<file path="src/rtl/seg_pkg.sv">
// -----------------------------------------------------------------------------
// seg_pkg
//   Shared definitions for the 7-segment scan controller:
//   - state_t    : scan FSM states
//   - SEG_OFF    : all-segments-off pattern (active-low, dp included)
//   - SEG_DARK   : segments a..g off (dp excluded)
//   - SEG_TABLE  : hex -> segment bits [6:0] (g..a), active-low
//   - hex_to_seg : table lookup returning an 8-bit pattern with dp off
// -----------------------------------------------------------------------------
package seg_pkg;

  typedef enum logic [1:0] {
    IDLE   = 2'd0,
    ACTIVE = 2'd1,
    BLANK  = 2'd2
  } state_t;

  localparam logic [7:0] SEG_OFF  = 8'hFF;
  localparam logic [6:0] SEG_DARK = 7'h7F;

  // Index = hex value; bit 6 = g ... bit 0 = a; 0 = segment lit.
  localparam logic [6:0] SEG_TABLE [16] = '{
    7'h40, 7'h79, 7'h24, 7'h30,
    7'h19, 7'h12, 7'h02, 7'h78,
    7'h00, 7'h10, 7'h08, 7'h03,
    7'h46, 7'h21, 7'h06, 7'h0E
  };

  function automatic logic [7:0] hex_to_seg(input logic [3:0] hex);
    return {1'b1, SEG_TABLE[hex]};
  endfunction

endpackage

</file>
<file path="src/rtl/seg_scan_ctrl_decoder.sv">
// -----------------------------------------------------------------------------
// SegmentDecoder
//   Combinational hex-to-7-segment decoder, active-low outputs.
//   Ports:
//     hex  in  4  hex nibble to display
//     seg  out 8  [7] = dp (always off here), [6:0] = g..a
// -----------------------------------------------------------------------------
module SegmentDecoder
  import seg_pkg::*;
(
  input  logic [3:0] hex,
  output logic [7:0] seg
);

  always_comb begin
    seg = hex_to_seg(hex);
  end

endmodule

</file>
<file path="src/rtl/seg_scan_ctrl.sv">
// -----------------------------------------------------------------------------
// seg_scan_ctrl
//   Time-multiplexed scan controller for an N-digit common-anode 7-segment
//   display. One shared decoder is fed by the nibble of the digit currently
//   being scanned. A blanking gap between digits suppresses ghosting, and the
//   display data is double-buffered so new values appear only at a frame
//   boundary.
//   Ports:
//     clk        in   1            system clock, rising edge
//     rst_n      in   1            asynchronous active-low reset
//     enable     in   1            1 = scan, 0 = display dark
//     load       in   1            strobe: capture data_in/dp_in/blank_in
//     data_in    in   4*N_DIGITS   digit i = data_in[4i+3:4i], digit 0 rightmost
//     dp_in      in   N_DIGITS     decimal point per digit, 1 = lit
//     blank_in   in   N_DIGITS     1 = digit dark (anode still scanned)
//     AN         out  N_DIGITS     anode selects, active-low
//     SEGMENT    out  8            [7] = dp, [6:0] = g..a, active-low
//     frame_done out  1            1-cycle pulse when the digit index wraps
// -----------------------------------------------------------------------------
module seg_scan_ctrl
  import seg_pkg::*;
#(
  parameter int unsigned N_DIGITS     = 4,
  parameter int unsigned TICK_CYCLES  = 100000,
  parameter int unsigned BLANK_CYCLES = 1000
) (
  input  logic                    clk,
  input  logic                    rst_n,
  input  logic                    enable,
  input  logic                    load,
  input  logic [4*N_DIGITS-1:0]   data_in,
  input  logic [N_DIGITS-1:0]     dp_in,
  input  logic [N_DIGITS-1:0]     blank_in,
  output logic [N_DIGITS-1:0]     AN,
  output logic [7:0]              SEGMENT,
  output logic                    frame_done
);

  localparam int unsigned CNT_SPAN_T = (TICK_CYCLES  > 2) ? TICK_CYCLES  : 2;
  localparam int unsigned CNT_SPAN_B = (BLANK_CYCLES > 2) ? BLANK_CYCLES : 2;
  localparam int unsigned CNT_SPAN   = (CNT_SPAN_T > CNT_SPAN_B) ? CNT_SPAN_T : CNT_SPAN_B;
  localparam int unsigned CW         = $clog2(CNT_SPAN);
  localparam int unsigned IW         = $clog2(N_DIGITS);

  localparam logic [CW-1:0] TICK_LAST  = CW'(TICK_CYCLES - 1);
  // Only meaningful when BLANK_CYCLES > 0; the BLANK state is unreachable otherwise.
  localparam logic [CW-1:0] BLANK_LAST = CW'(BLANK_CYCLES - 1);
  localparam logic [IW-1:0] INDEX_LAST = IW'(N_DIGITS - 1);

  state_t               state;
  logic [IW-1:0]        index;
  logic [CW-1:0]        count;

  logic [4*N_DIGITS-1:0] disp_data;
  logic [N_DIGITS-1:0]   disp_dp;
  logic [N_DIGITS-1:0]   disp_blank;
  logic [4*N_DIGITS-1:0] pend_data;
  logic [N_DIGITS-1:0]   pend_dp;
  logic [N_DIGITS-1:0]   pend_blank;
  logic                  pend_valid;

  logic                  advance;
  logic                  wrap;
  logic                  commit;
  logic [IW-1:0]         next_index;

  logic [3:0]            nibble;
  logic                  dp_bit;
  logic                  blank_bit;
  logic [N_DIGITS-1:0]   digit_sel;
  logic                  lit;
  logic [6:0]            dec_seg;
  logic                  dec_dp_unused;

  // ---------------------------------------------------------------------------
  // Slot sequencing: advance fires on the last cycle of a digit's slot
  // (end of BLANK, or end of ACTIVE when there is no gap).
  // ---------------------------------------------------------------------------
  always_comb begin
    advance = 1'b0;
    commit  = 1'b0;
    wrap    = 1'b0;
    if (enable) begin
      unique case (state)
        IDLE:    commit  = pend_valid;
        ACTIVE:  advance = (count == TICK_LAST) && (BLANK_CYCLES == 0);
        BLANK:   advance = (count == BLANK_LAST);
        default: advance = 1'b0;
      endcase
    end
    wrap = advance && (index == INDEX_LAST);
    if (wrap) begin
      commit = pend_valid;
    end
  end

  assign next_index = (index == INDEX_LAST) ? '0 : index + IW'(1);

  // ---------------------------------------------------------------------------
  // Scan FSM, digit index and slot counter
  // ---------------------------------------------------------------------------
  always_ff @(posedge clk or negedge rst_n) begin
    if (!rst_n) begin
      state <= IDLE;
      index <= '0;
      count <= '0;
    end else if (!enable) begin
      state <= IDLE;
      index <= '0;
      count <= '0;
    end else begin
      unique case (state)
        IDLE: begin
          state <= ACTIVE;
          index <= '0;
          count <= '0;
        end
        ACTIVE: begin
          if (count == TICK_LAST) begin
            count <= '0;
            if (BLANK_CYCLES == 0) begin
              index <= next_index;
            end else begin
              state <= BLANK;
            end
          end else begin
            count <= count + CW'(1);
          end
        end
        BLANK: begin
          if (count == BLANK_LAST) begin
            count <= '0;
            state <= ACTIVE;
            index <= next_index;
          end else begin
            count <= count + CW'(1);
          end
        end
        default: begin
          state <= IDLE;
          index <= '0;
          count <= '0;
        end
      endcase
    end
  end

  // ---------------------------------------------------------------------------
  // Double buffer. A load coinciding with a commit lands in pending after the
  // old pending value has moved to the display, so pend_valid stays set.
  // ---------------------------------------------------------------------------
  always_ff @(posedge clk or negedge rst_n) begin
    if (!rst_n) begin
      disp_data  <= '0;
      disp_dp    <= '0;
      disp_blank <= '0;
      pend_data  <= '0;
      pend_dp    <= '0;
      pend_blank <= '0;
      pend_valid <= 1'b0;
    end else begin
      if (commit) begin
        disp_data  <= pend_data;
        disp_dp    <= pend_dp;
        disp_blank <= pend_blank;
      end
      if (load) begin
        pend_data  <= data_in;
        pend_dp    <= dp_in;
        pend_blank <= blank_in;
        pend_valid <= 1'b1;
      end else if (commit) begin
        pend_valid <= 1'b0;
      end
    end
  end

  // ---------------------------------------------------------------------------
  // Digit mux feeding the shared decoder
  // ---------------------------------------------------------------------------
  always_comb begin
    nibble    = '0;
    dp_bit    = 1'b0;
    blank_bit = 1'b0;
    for (int unsigned i = 0; i < N_DIGITS; i++) begin
      if (index == IW'(i)) begin
        nibble    = disp_data[4*i +: 4];
        dp_bit    = disp_dp[i];
        blank_bit = disp_blank[i];
      end
    end
  end

  SegmentDecoder u_decoder (
    .hex (nibble),
    .seg ({dec_dp_unused, dec_seg})
  );

  assign digit_sel = N_DIGITS'(1) << index;

  // Outputs trail the state by one cycle; enable is folded in so that the
  // display goes dark on the same edge the FSM drops to IDLE.
  assign lit = enable && (state == ACTIVE);

  always_ff @(posedge clk or negedge rst_n) begin
    if (!rst_n) begin
      AN         <= '1;
      SEGMENT    <= SEG_OFF;
      frame_done <= 1'b0;
    end else begin
      frame_done <= wrap;
      if (lit) begin
        AN      <= ~digit_sel;
        SEGMENT <= {~dp_bit, blank_bit ? SEG_DARK : dec_seg};
      end else begin
        AN      <= '1;
        SEGMENT <= SEG_OFF;
      end
    end
  end

endmodule

</file>
<file path="config.mk">
export PLATFORM = sky130hd
export DESIGN_NAME = seg_scan_ctrl
export DESIGN_NICKNAME = d
export VERILOG_FILES = /design/src/rtl/seg_pkg.sv /design/src/rtl/seg_scan_ctrl_decoder.sv /design/src/rtl/seg_scan_ctrl.sv
export SDC_FILE = /design/constraint.sdc
export NUM_CORES = 1
export LEC_CHECK = 0
export CORE_MARGIN = 10
export CORE_UTILIZATION = 55
export CTS_CLUSTER_SIZE = 14
export DETAILED_ROUTE_END_ITERATION = 6
export PLACE_DENSITY = 0.85
export REMOVE_ABC_BUFFERS = 1
export SLEW_MARGIN = 20
export SYNTH_ARGS = -nofsm -noshare
export SYNTH_HDL_FRONTEND = slang
export SYNTH_SLANG_ARGS = --single-unit
</file>
<file path="constraint.sdc">
create_clock -name clk -period 2.6 [get_ports clk]
set_input_delay 0.26 -clock clk [delete_from_list [all_inputs] [get_ports clk]]
set_output_delay 0.26 -clock clk [all_outputs]
set_load 0.03 [all_outputs]
</file>
* After elaboration in Yosys (flattened, before gate mapping)
Memory sizes are Yosys's and may differ from the RTL's.
Index checks and enable logic that the tools add are counted.
** Cells by class
- $add $sub $neg :: 2
- $lt $le $gt $ge :: 1
- Bitwise logic cells :: 3
- Reduce and logical (&&, ||, !) cells :: 7
- Mux-type cells :: 36
- Equal/unequal tests :: 10
- Shift-type cells :: 1
** Operators by type and width (count)
- $mux W17 :: 3
- $pmux W17 S2 :: 1
- $mux W7 :: 3
- $mux W4 :: 5
- $add A17 B1 Y17 const B :: 1
- $eq A17 B10 Y1 const B :: 1
- $eq A17 B17 Y1 const B :: 1
- $mux W1 :: 15
- $mux W2 :: 6
- $mux W8 :: 1
- $eq A2 B2 Y1 const B :: 3
- $ne A3 B3 Y1 const B :: 2
- $pmux W2 S3 :: 1
- $ge A5 B5 Y1 const B :: 1
- $not A4 Y5 :: 1
- $eq A2 B1 Y1 const B :: 2
- $logic_not A2 Y1 :: 2
- $not A4 Y4 :: 1
- $pmux W2 S2 :: 1
- $reduce_and A2 Y1 :: 2
- $shl A1 B2 Y4 const A :: 1
- $add A2 B1 Y2 const B :: 1
- $logic_and A1 B1 Y1 :: 2
- $ne A2 B2 Y1 const B :: 1
- 2 further kinds :: 2
** Storage, ports and cells
- Memories kept :: 1
- Output and inout port bits :: 13
- Word-level logic and storage cells :: 74
- Memory bits (read-only) :: 112
- Bits of input ports :: 28
- Register bits :: 83
** Memories
- (no name shown) :: depth 16, bits a word 7, read ports 1, clocked after memory_dff 0, wr ports 0, RTL line seg_pkg.sv:30 : return {1'b1, SEG_TABLE[hex]};

* Logic depth before layout (Yosys ltp)
- Depth after elaboration :: 11
- Gate-level depth with buffers :: 11

* By module
Synthesis repeated with hierarchy kept, for this count alone.
** Second synthesis, totals
- Cell total of the unflattened synthesis :: 406
- Area, all modules :: 4341.7 µm²
** Modules (own cells, without submodules)
- seg_scan_ctrl :: cells each 372, instances 1, area each 4055.1 µm²
- SegmentDecoder :: cells each 34, instances 1, area each 286.5 µm²

* Least setup slack after synthesis
Ideal clock, no wire load.
- Path type :: reg2reg
- From :: register index[0]
- To :: register SEGMENT[5]
- Library setup time :: 0.093 ns
- Stages on the path, launching flop included :: 11
- Data arrival time :: 2.141 ns
- Required time :: 2.507 ns
- Slack :: 0.366 ns
- Path through :: dfrtp_1 > ha_1 > bufbuf_16 > clkbuf_1 > a21oi_1 > a22oi_1 > inv_1 > ha_1 > mux2i_1 > o22a_1 > nand2_1
** On the way
- Word-level cells in the longest chain between the ends :: 11
- Elaborated cells on any way between the ends :: 18
** Ends and longest elaborated chain
- start: declaration :: RTL line seg_scan_ctrl.sv:51 : logic [IW-1:0] index;
- start signal: assignment :: RTL line seg_scan_ctrl.sv:122 : index <= next_index;
- start signal: assignment :: RTL line seg_scan_ctrl.sv:134 : index <= next_index;
- $logic_not A2 Y1 :: RTL line seg_scan_ctrl.sv:186 : if (index == IW'(i)) begin
- $mux W4 (4 in a row) :: RTL line seg_scan_ctrl.sv:186
- $not A4 Y5 (not written as such) :: RTL line seg_pkg.sv:30
- $mem_v2 Z16 W7
- $mux W7 (not written as such) (2 in a row) :: RTL line seg_pkg.sv:30
- $mux W7 * :: RTL line seg_scan_ctrl.sv:214 : SEGMENT <= {~dp_bit, blank_bit ? SEG_DARK : dec_seg};
- $mux W8 * :: RTL line seg_scan_ctrl.sv:212 : if (lit) begin
- end signal: assignment :: RTL line seg_scan_ctrl.sv:214
- end: declaration :: RTL line seg_scan_ctrl.sv:35 : output logic [7:0] SEGMENT,
Every way passes the cells marked *; elsewhere a longest branch is shown, timed or not. The select of a mux whose other input is x is not followed.
A chain may end at the register's enable or synchronous reset.

* Final worst setup path
Ends and elaborated chain as after synthesis.

==> run metrics <==
status complete, no violations; top cells by count, synth 71 x dfrtp_1, 29 x mux2_2, 25 x nand2_1; CP Class reg -> reg; Final period util 0.907; cell count after placement 450; Worst EP required 2.87 ns; clk_lat worst skew 0.36 ns; largest area contributor in the netlist dfrtp_1; setup ws final 0.242 ns; Starting Density 0.560; Die X about 110 um; CTS root buf clkbuf_8; antenna diode instance count 0; Post-Syn Instances 321; total CTS buffers 9; Tmin final 2.36 ns; Min-Delay Path Class reg -> reg; Synth area leaders dfrtp_1 44%, mux2_2 8.1%, dfstp_2 7.8%, mux2_4 7.4%, ha_1 5.0%; maximum VDD drop 435 uV; Die Area 11200 um^2; Power Dens Cells 837 nW/um^2; first-pass GRT wire length 12600 um; Fin. Hold Viols 0; router iterations before antenna repair 4; final global-route overflow total 0; fin util 0.647; final net count 407; Pins Over Slew Limit 0; leakage 2.06 nW; HPWL after DPL 5300 um; dpl ws around 0.13 ns; routed len/inst 16.4 um; largest net degree at the start of global routing 84; Placer Congestion ~0.81; crit-path max FO 13; Detail Route Antenna Nets 0; startpoint class of the critical path flip-flop; Max-cap violations 0; Vias 2552; Post-Layout Cell Count 467; Core ar. 7210 um^2; clk_skew roughly 0.009 ns; Most used DFF post-synth dfrtp_1; Yosys reg bits slightly above 80; port bufs 40; dominant cell by count in the synthesized netlist dfrtp_1; area grow syn2layout 15.4%; Max Freq 0.424 GHz; R2R setup slack around 0.24 ns; Mapped Avg Cell Area roughly 13 um^2; DRT iter0 DRCs between 150 and 200; vias in the first global route between 2000 and 3000; Die H 106 um; RSZ-0062 raised after global routing no; Post-synth EDFFs 0; initial antenna violation count 0; clock tree buffer depth 2; worst slew pin tran 0.719 ns; sequential share of the synthesized area 0.518; # setup viols final 0; clock sink count between 80 and 90; Routed WL 7640 um; CTS tree done; Slew headroom 0.520; Ys Warns 0; H-tree depth 3; post-synth cell types 52; # IOs 41; proportion of layout cells with a drive suffix above 1 0.255; top-area cell type share of the netlist area 0.440; asr flop ratio synth 1.00; crit path DAT 2.63 ns; Fin Setup TNS 0 ns; clock-pin slew on the worst setup and hold paths 0.09 ns; Synth Cell Area 4040 um^2; crit path capture type flip-flop; gr usage total 0.139; post-route DRC violation count 0; vias per cell between 5 and 6; Rows 31
-- state kept, by name, indices dropped and copies added, names as in the netlist, 8 cells and up --
signal	flops
disp_data	16
pend_data	16
count	17
SEGMENT	8
-- final cells by class --
type                            count  area [um^2]
Clock buffer                        9          124
Clock inverter                      7         57.6
Fill cell                         563         2550
Inverter                           12         45.0
Multi-Input combinational cell    212         1780
Sequential cell                    83         2090
Tap cell                           99          124
Timing Repair Buffer               45          442
-- path summary, 6_finish.rpt --
kind | from | endpoint | cells past startpoint
max reg2reg | index[0]$_DFFE_PN0P_ | SEGMENT[5]$_DFF_PN1_ | 10
min in group asynchronous | rst_n | count[16]$_DFF_PN0_ | 2
min reg2reg | count[0]$_DFF_PN0_ | count[0]$_DFF_PN0_ | 1
max in group asynchronous | rst_n | disp_dp[1]$_DFFE_PN0P_ | 2
min | count[0]$_DFF_PN0_ | count[0]$_DFF_PN0_ | 1
max | index[0]$_DFFE_PN0P_ | SEGMENT[5]$_DFF_PN1_ | 10
-- layout by cell type (no fill, tap or decap), types with 2 or more instances in the layout --
| cell type | count |
|---|---|
| inv_1 | 12 |
| o221ai_1 | 2 |
| nor2_1 | 20 |
| clkinvlp_4 | 2 |
| nor2b_1 | 4 |
| and3_1 | 6 |
| nor3b_1 | 2 |
| mux2_4 | 20 |
| o21ai_0 | 10 |
| nand2b_1 | 2 |
| mux2_2 | 29 |
| xor2_1 | 9 |
| inv_6 | 3 |
| ha_1 | 16 |
| nand3b_1 | 3 |
| o211ai_1 | 2 |
| a22oi_2 | 2 |
| xnor2_1 | 6 |
| dfstp_2 | 12 |
| clkbuf_8 | 9 |
| nand3_1 | 9 |
| buf_4 | 4 |
| nand2_1 | 25 |
| clkdlybuf4s50_1 | 39 |
| mux2i_1 | 3 |
| nand4_1 | 4 |
| a211oi_1 | 5 |
| dfrtp_1 | 71 |
| a21oi_1 | 10 |
-- critical path, cell delays in order (launching register included) --
cell,delay (ns)
dfrtp_1,0.45
inv_1,0.11
ha_1,0.37
a21oi_1,0.18
o21ai_0,0.13
a22oi_2,0.28
inv_1,0.17
ha_1,0.27
mux2i_1,0.13
o22a_1,0.15
nand2_1,0.05
-- stage by stage --
step | hold slack (ns) | cell area [um^2] | power (mW)
finish | 0.479 | 4670 | 3.91
global route | 0.489 | 4670 | 4.12
CTS | 0.0950 | 4640 | 3.92
detailed placement | 0.463 | 4460 | 3.04
global placement | 0.447 | 4460 | 2.96
floorplan | -0.0356 | 3910 | 2.67
-- report_power, final --
part           internal (mW)  total (mW)  switching (mW)
clock network          0.361       0.864           0.502
logic                  0.657        1.27           0.614
registers               1.59        1.77           0.183
-- routing by layer --
layer / up-vias / share of wire / track usage
met1: 1271 / 0.43 / 0.174
met4: 0 / 0.016 / 0.0648
met5: - / 0 / 0
met3: 8 / 0.048 / 0.0414
met2: 70 / 0.50 / 0.218
li1: 1203 / - / -
-- logic make-up after synthesis --
kind of cell | share of synthesized area
AND/OR/NAND/NOR | 0.126
flip-flops | 0.518
multiplexers | 0.163
AO/OA/AOI/OAI | 0.0678
buffers and inverters | 0.0440
adder cells (fa/ha/maj) | 0.0495
XOR/XNOR | 0.0325
-- timing repair --
action                                  CTS  global route
setup buffers                             0             0
endpoints found under the setup margin    0             5
endpoints found under the hold margin     0            41
hold buffers                              0             1
gates resized for setup                   0             2
Note: power is estimated with default switching activity, not from simulation.
